File: src/rtl/tt_um_ks_operand_sequencer_if.sv
// Operand/result handshake bundle between the pin wrapper and the sequencer core.
interface tt_um_ks_operand_sequencer_if;
    logic [7:0] operand;
    logic       in_valid;
    logic       in_ready;
    logic       out_ready;
    logic       acc_mode;
    logic       clear;
    logic [7:0] sum;
    logic       out_valid;
    logic       carry_out;
    logic       timeout_flag;

    modport master (
        output operand, in_valid, out_ready, acc_mode, clear,
        input  in_ready, sum, out_valid, carry_out, timeout_flag
    );

    modport slave (
        input  operand, in_valid, out_ready, acc_mode, clear,
        output in_ready, sum, out_valid, carry_out, timeout_flag
    );
endinterface

File: src/rtl/tt_um_ks_operand_sequencer.sv
// Two-operand / accumulate adder sequencer with a valid/ready handshake, WAIT_B
// timeout and sticky timeout flag, wrapped onto the Tiny Tapeout pin set.
module tt_um_ks_operand_sequencer_core #(
    parameter logic [7:0] TIMEOUT = 8'd200
) (
    input logic clk,
    input logic rst_n,
    tt_um_ks_operand_sequencer_if.slave bus
);
    typedef enum logic [1:0] {IDLE, WAIT_B, RESULT} state_t;

    state_t     state_q, state_d;
    logic [7:0] a_q, a_d;
    logic [7:0] acc_q, acc_d;
    logic [7:0] sum_q, sum_d;
    logic       carry_q, carry_d;
    logic       flag_q, flag_d;
    logic [7:0] count_q, count_d;
    logic [7:0] add_a;
    logic [8:0] add_res;

    // NOTE: every always_comb output gets a default first, so no path can infer a latch.
    always_comb begin
        state_d = state_q;
        a_d     = a_q;
        acc_d   = acc_q;
        sum_d   = sum_q;
        carry_d = carry_q;
        flag_d  = flag_q;
        count_d = count_q;
        add_a   = (state_q == IDLE) ? acc_q : a_q;
        add_res = {1'b0, add_a} + {1'b0, bus.operand};

        if (bus.clear) begin
            state_d = IDLE;
            acc_d   = 8'd0;
            flag_d  = 1'b0;
        end else begin
            unique case (state_q)
                IDLE: begin
                    if (bus.in_valid) begin
                        if (bus.acc_mode) begin
                            {carry_d, sum_d} = add_res;
                            acc_d            = add_res[7:0];
                            state_d          = RESULT;
                        end else begin
                            a_d     = bus.operand;
                            count_d = 8'd0;
                            state_d = WAIT_B;
                        end
                    end
                end
                WAIT_B: begin
                    // A late B beat still wins over the timeout in the same cycle.
                    if (bus.in_valid) begin
                        {carry_d, sum_d} = add_res;
                        acc_d            = add_res[7:0];
                        state_d          = RESULT;
                    end else if (count_q == TIMEOUT - 8'd1) begin
                        a_d     = 8'd0;
                        flag_d  = 1'b1;
                        state_d = IDLE;
                    end else begin
                        count_d = count_q + 8'd1;
                    end
                end
                RESULT: begin
                    if (bus.out_ready) state_d = IDLE;
                end
                default: state_d = IDLE;
            endcase
        end
    end

    // NOTE: sequential state uses non-blocking assignments so all registers update together.
    always_ff @(posedge clk) begin
        if (!rst_n) begin
            state_q <= IDLE;
            a_q     <= 8'd0;
            acc_q   <= 8'd0;
            sum_q   <= 8'd0;
            carry_q <= 1'b0;
            flag_q  <= 1'b0;
            count_q <= 8'd0;
        end else begin
            state_q <= state_d;
            a_q     <= a_d;
            acc_q   <= acc_d;
            sum_q   <= sum_d;
            carry_q <= carry_d;
            flag_q  <= flag_d;
            count_q <= count_d;
        end
    end

    assign bus.in_ready     = (state_q != RESULT);
    assign bus.out_valid    = (state_q == RESULT);
    assign bus.sum          = sum_q;
    assign bus.carry_out    = carry_q;
    assign bus.timeout_flag = flag_q;
endmodule

module tt_um_ks_operand_sequencer #(
    parameter logic [7:0] TIMEOUT = 8'd200
) (
    input  logic       clk,
    input  logic       rst_n,
    input  logic       ena,
    input  logic [7:0] ui_in,
    input  logic [7:0] uio_in,
    output logic [7:0] uo_out,
    output logic [7:0] uio_out,
    output logic [7:0] uio_oe
);
    tt_um_ks_operand_sequencer_if bus ();

    logic unused_pins;
    assign unused_pins = &{ena, uio_in[7:4]};

    assign bus.operand   = ui_in;
    assign bus.in_valid  = uio_in[0];
    assign bus.out_ready = uio_in[1];
    assign bus.acc_mode  = uio_in[2];
    assign bus.clear     = uio_in[3];

    tt_um_ks_operand_sequencer_core #(.TIMEOUT(TIMEOUT)) u_core (
        .clk   (clk),
        .rst_n (rst_n),
        .bus   (bus.slave)
    );

    assign uo_out  = bus.sum;
    assign uio_out = {bus.timeout_flag, bus.carry_out, bus.out_valid, bus.in_ready, 4'b0000};
    assign uio_oe  = 8'hF0;
endmodule

File: config.mk
export PLATFORM = sky130hd
export DESIGN_NAME = tt_um_ks_operand_sequencer
export DESIGN_NICKNAME = d
export VERILOG_FILES = /design/src/rtl/tt_um_ks_operand_sequencer_if.sv /design/src/rtl/tt_um_ks_operand_sequencer.sv
export SDC_FILE = /design/constraint.sdc
export NUM_CORES = 1
export LEC_CHECK = 0
export CAP_MARGIN = 15
export CORE_ASPECT_RATIO = 0.5
export CORE_UTILIZATION = 55
export CTS_BUF_LIST = sky130_fd_sc_hd__clkbuf_4 sky130_fd_sc_hd__clkbuf_8
export CTS_CLUSTER_DIAMETER = 80
export DETAILED_ROUTE_END_ITERATION = 6
export PLACE_DENSITY = 0.9
export SKIP_LAST_GASP = 1
export SLEW_MARGIN = 20
export SYNTH_ARGS = -nofsm -noshare
export SYNTH_HDL_FRONTEND = slang
export SYNTH_HIERARCHICAL = 1
export SYNTH_SLANG_ARGS = --single-unit
File: constraint.sdc
create_clock -name clk -period 7.65 [get_ports clk]
set_clock_uncertainty 0.2 [all_clocks]
set_input_delay 1.53 -clock clk [delete_from_list [all_inputs] [get_ports clk]]
set_output_delay 1.53 -clock clk [all_outputs]
set_load 0.1 [all_outputs]
; Word level (Yosys, flattened, before mapping)
; Cells that the tools add are included.
[classes]
order_cmp = 0
n_mul = 0
reduce_logical = 9
bitwise = 3
add_sub_neg = 2
eq_ne = 13
div_mod_pow = 0
n_mux = 25
n_shift = 0
[op_table]
columns = operator, count
row1 = $mux W8, 12
row2 = $pmux W8 S2, 3
row3 = $ne A2 B2 Y1 const B, 8
row4 = $reduce_and A6 Y1, 2
row5 = $mux W2, 5
row6 = $add A8 B8 Y9, 1
row7 = $add A8 B1 Y8 const B, 1
row8 = $eq A8 B8 Y1 const B, 1
row9 = $pmux W2 S3, 1
row10 = $reduce_and A3 Y1, 2
row11 = $reduce_and A5 Y1, 1
row12 = $reduce_and A4 Y1, 1
row13 = $mux W1, 3
row14 = $ne A3 B2 Y1 const B, 1
row15 = $not A1 Y1, 3
row16 = $eq A2 B1 Y1 const B, 1
row17 = $eq A2 B2 Y1 const B, 1
row18 = $logic_not A2 Y1, 1
row19 = $ne A2 B1 Y1 const B, 1
row20 = $pmux W1 S2, 1
row21 = $reduce_bool A2 Y1, 1
row22 = $reduce_or A2 Y1, 1
[word_totals]
inputBits = 19
latchBits = 0
rom_bits = 0
elab_cells = 59
mem_bits_rw = 0
output_inout_bits = 24
n_memories = 0
regBits = 36

; Longest topological paths before layout
[depth]
depth_word = 6
mapped_depth = 11
mapped_depth_nobuf = 10

; Hierarchy
; The synthesis kept the hierarchy.
[by_module_without_submodules]
columns = mod, cells_per_inst, seq_area_each_um2, n_inst, area_each_um2
row1 = tt_um_ks_operand_sequencer_core, 217, 720.7, 1, 1923.1
row2 = tt_um_ks_operand_sequencer, 18, 0.0, 1, 127.6

; Worst setup path before layout
; OpenSTA, ideal clock, no wires.
[synth_timing]
path_type = input to register
startpoint = input ui_in[0]
endpoint = register u_core.acc_q[6]
t_required_ns = 7.363
slack_ns = 4.625
arrival_time_ns = 2.738
path_buffers = 0
path_stages = 8
setup_time_ns = 0.087
cell_sequence = ha_1 > inv_1 > fa_1 > nand3b_1 > a21oi_1 > or3_1 > nand2_1 > o31ai_1
[synth_between]
elab_chain_cells = 4
elab_cells_between_ends = 5
cone_classes = 1 x add/sub / 4 x mux
[synth_lines]
columns = element, line_no
row1 = "start, declared", tt_um_ks_operand_sequencer.sv:109  ; input logic [7:0] ui_in,
row2 = $add A8 B8 Y9 (*), tt_um_ks_operand_sequencer.sv:32  ; add_res = {1'b0, add_a} + {1'b0, bus.operand};
row3 = $mux W8, tt_um_ks_operand_sequencer.sv:42  ; if (bus.acc_mode) begin
row4 = $mux W8, tt_um_ks_operand_sequencer.sv:41  ; if (bus.in_valid) begin
row5 = $pmux W8 S2 (*), tt_um_ks_operand_sequencer.sv:39  ; unique case (state_q)
row6 = "end signal, assigned", tt_um_ks_operand_sequencer.sv:80  ; acc_q <= 8'd0;
row7 = "end signal, assigned", tt_um_ks_operand_sequencer.sv:88  ; acc_q <= acc_d;
row8 = "end, declared", tt_um_ks_operand_sequencer.sv:14  ; logic [7:0] acc_q, acc_d;
; Every way passes the cells marked *; elsewhere a longest branch is shown, timed or not. The select of a mux whose other input is x is not followed.
; A chain may end at the register's enable or synchronous reset.

; Worst setup path in the final report
[layout_timing]
startpoint = register u_core.state_q[1]
endpoint = output uio_out[5]
[layout_between]
elab_chain_cells = 1
[layout_lines]
columns = element, line_no
row1 = "start, declared", tt_um_ks_operand_sequencer.sv:12  ; state_t state_q, state_d;
row2 = "start signal, assigned", tt_um_ks_operand_sequencer.sv:86  ; state_q <= state_d;
row3 = $eq A2 B2 Y1, tt_um_ks_operand_sequencer.sv:97  ; assign bus.out_valid = (state_q == RESULT);
row4 = "end, declared", tt_um_ks_operand_sequencer.sv:112  ; output logic [7:0] uio_out,
; No other way between the ends.

==> results.py <==
metrics = {
    "grt": {
        "grt_first_pass_wirelength_um": 7314,
        "global_route.overflow_total": 0,
        "antenna_found_initial": 0,
        "grt.total_usage_pct": 24.50,
        "grt_max_degree": 31,
        "grt_pass1_vias": 1684,
    },
    "sta": {
        "min_period_ns": 3.894,
        "drv_slew": 0,
        "finalHoldViolations": 0,
        "tightest_slew_ns": 0.9725,
        "fmaxAchievable_mhz": 256.8,
        "setup_viol": 0,
        "period_share_pct": 50.90,
        "slew_headroom_pct": 34.96,
        "holdWs_ns": 0.2595,
        "fin_ws_ns": 3.756,
        "tns_ns": 0,
        "rsz0062_at_grt": "no",
    },
    "cells_and_area": {
        "fin_nets": 283,
        "register_area_um2": 720.7,
        "multi_input_area_um2": 1194,
        "fillers": 261,
        "drive_gt1_share_pct": 8.268,
        "instances_no_fill": 305,
        "fin_area_um2": 2377,
        "num_antenna_cells": 0,
        "area_growth_pct": 15.92,
        "fin_util_pct": 68.10,
    },
    "synth": {
        "ys_types": 48,
        "ys_ff_latch": 36,
        "ys_async_sr_fraction_pct": 0,
        "synth_common_cells": "dfxtp_1 (36), nand2_1 (19), buf_4 (16)",
        "ys_seq_area_share_pct": 35.14,
        "syn_area_um2": 2051,
        "synth.most_common_cell": "dfxtp_1",
        "synth_top_cell_area_share_pct": 35.14,
        "synth_edf_count": 0,
        "synthTopCellsByArea": "dfxtp_1 (35%), ha_1 (6.1%), buf_4 (5.9%), mux2_2 (4.4%), nand2_1 (3.5%)",
        "ys.flop_type": "dfxtp_1",
        "yosysWarnings": 6,
        "post-synth-top-area-cell": "dfxtp_1",
        "avgSynthCellArea_um2": 8.726,
        "synth_cells": 235,
    },
    "clock_network": {
        "cts.clk_slew.worst_paths_ns": 0.07,
        "cts_setup_buffers": 0,
        "cts_root_buf": "clkbuf_8",
        "cts_num_sinks": 36,
        "h-tree-depth": 2,
        "cts_resized": 0,
        "postCtsHoldBufs": 0,
        "clk_path_buf_depth": 2,
        "clk_latency_ns": 0.29,
        "tritoncts": "built",
        "numCtsBuffers": 5,
    },
    "die": {
        "die-area_um2": 3991,
        "rows": 15,
        "die_w_um": 88.36,
        "io_pins": 43,
        "start_util_pct": 58.75,
        "die_height_um": 45.18,
        "core_um2": 3491,
    },
    "setup_path": {
        "cp-endpoint": "uio_out[5]",
        "r2r_end": "u_core/acc_q[6]$_SDFFE_PP0P_",
        "startpoint": "u_core/state_q[1]$_SDFFE_PP0P_",
        "r2r-start": "u_core/state_q[1]$_SDFFE_PP0P_",
        "path_cells": "nand2b_1 > inv_1 > clkdlybuf4s50_1",
        "cp-end-kind": "output pin",
        "cp_slowest_cell": "clkdlybuf4s50_1",
        "worstSetupPathType": "flop to output pin",
        "cp.required_ns": 5.92,
        "ff2ff_path_depth": 10,
        "cp-start-kind": "flop",
        "crit_arrival_ns": 2.16,
        "cp_max_fo": 8,
        "rrSetupSlack_ns": 4.68,
        "slowest_delay_ns": 1.14,
    },
    "routing": {
        "drt_first_iter_violations": 107,
        "wirelength_um": 4580,
        "routedWlPerCell_um": 15.02,
        "drc_errors": 0,
        "ant_nets": 0,
        "drtPass1Iterations": 6,
        "avgViaCountPerCell": 5.859,
        "vias": 1787,
    },
    "placed_design": {
        "preCtsSetupSlack_ns": 3.678,
        "io_buffer_count": 25,
        "place.gp.congestion": 0.9374,
        "dp_cells": 297,
        "dp_hpwl_um": 3012,
        "place_area_um2": 2251,
    },
    "run_status": {
        "outcome": "finished clean",
    },
    "power": {
        "peakVddDrop_v": 0.0001106,
        "finalPower_mw": 0.4764,
        "power.density_nw_per_um2": 200.4,
        "p_leak_nw": 0.9688,
    },
    "worst_hold_path": {
        "min_path_type": "flop to flop",
    },
    "flow_run": {
        "drv_cap": 0,
    },
}
## cell usage in the layout, fill, tap and decap left out, types with 8 or more instances in the layout
cell and count:
a21oi_1 11, a22oi_1 8, clkdlybuf4s50_1 25, conb_1 12, dfxtp_1 36, ha_1 10, mux2_2 8, nand2_1 19
nand3_1 10, nor2_1 13, nor2b_1 11
## power breakdown
group	internal [mW]	switching [mW]	leakage (nW)
Sequential	0.192	0.00307	0.292
Clock	0.115	0.0686	0.0645
Combinational	0.0257	0.0715	0.613
Total	0.333	0.143	0.969
## per-layer routing
layer  part of all wire (%)  vias to the layer above  track usage, %
li1                       -                      849               -
met1                     43                      853           27.67
met2                     48                       74           44.46
met3                    6.8                       11           5.667
met4                    2.1                        0           12.90
met5                      0                        -               0
## worst max-delay path, delay by kind of cell, from the launching register on
family	cells	cell delay [ns]
buffers and inverters	2	1.24
AND/OR/NAND/NOR	1	0.12
flip-flops	1	0.51
## cell families (layout without fill, tap and decap cells)
group | Yosys count | count (layout) | synth area share [%]
muxes | 14 | 14 | 7.322
and+or+nand+nor | 86 | 86 | 22.82
AOI/OAI and AO/OA | 53 | 53 | 17.08
DFF | 36 | 36 | 35.14
adders and majority gates | 11 | 11 | 7.078
buffers and inverters | 29 | 38 | 8.481
other | 2 | 12 | 0.3662
xor gates and xnor gates | 4 | 4 | 1.709
## layout make-up
| class | instances | share of cell area (%) |
|---|---|---|
| clock buffers | 7 | 4.053 |
| clock inverters | 1 | 1.263 |
| inverters | 4 | 0.6316 |
| multi-input cells | 180 | 50.21 |
| flip-flops and latches | 36 | 30.32 |
| well taps | 51 | 2.684 |
| repair buffers | 26 | 10.84 |
## registers in the layout (all words and copies together), names as in the netlist
register,cells
u_core/bus.timeout_flag,1
u_core/count_q,8
u_core/bus.sum,8
u_core/bus.carry_out,1
u_core/state_q,2
u_core/acc_q,8
u_core/a_q,8
## how the worst min path moves through the flow
stage / startpoint / to / slack (ns) / cells past startpoint
4_1_cts: u_core/acc_q[7]$_SDFFE_PP0P_ / u_core/acc_q[7]$_SDFFE_PP0P_ / 0.26 / 2
2_1_floorplan: u_core/acc_q[7]$_SDFFE_PP0P_ / u_core/acc_q[7]$_SDFFE_PP0P_ / 0.23 / 2
6_report: u_core/acc_q[7]$_SDFFE_PP0P_ / u_core/acc_q[7]$_SDFFE_PP0P_ / 0.26 / 2
5_1_grt: u_core/bus.sum[4]$_SDFFE_PN0P_ / u_core/bus.sum[4]$_SDFFE_PN0P_ / 0.28 / 2
3_5_place_dp: u_core/bus.sum[2]$_SDFFE_PN0P_ / u_core/bus.sum[2]$_SDFFE_PN0P_ / 0.25 / 2
3_3_place_gp: u_core/bus.sum[7]$_SDFFE_PN0P_ / u_core/bus.sum[7]$_SDFFE_PN0P_ / 0.24 / 2
Note: power is estimated with default switching activity, not from simulation.
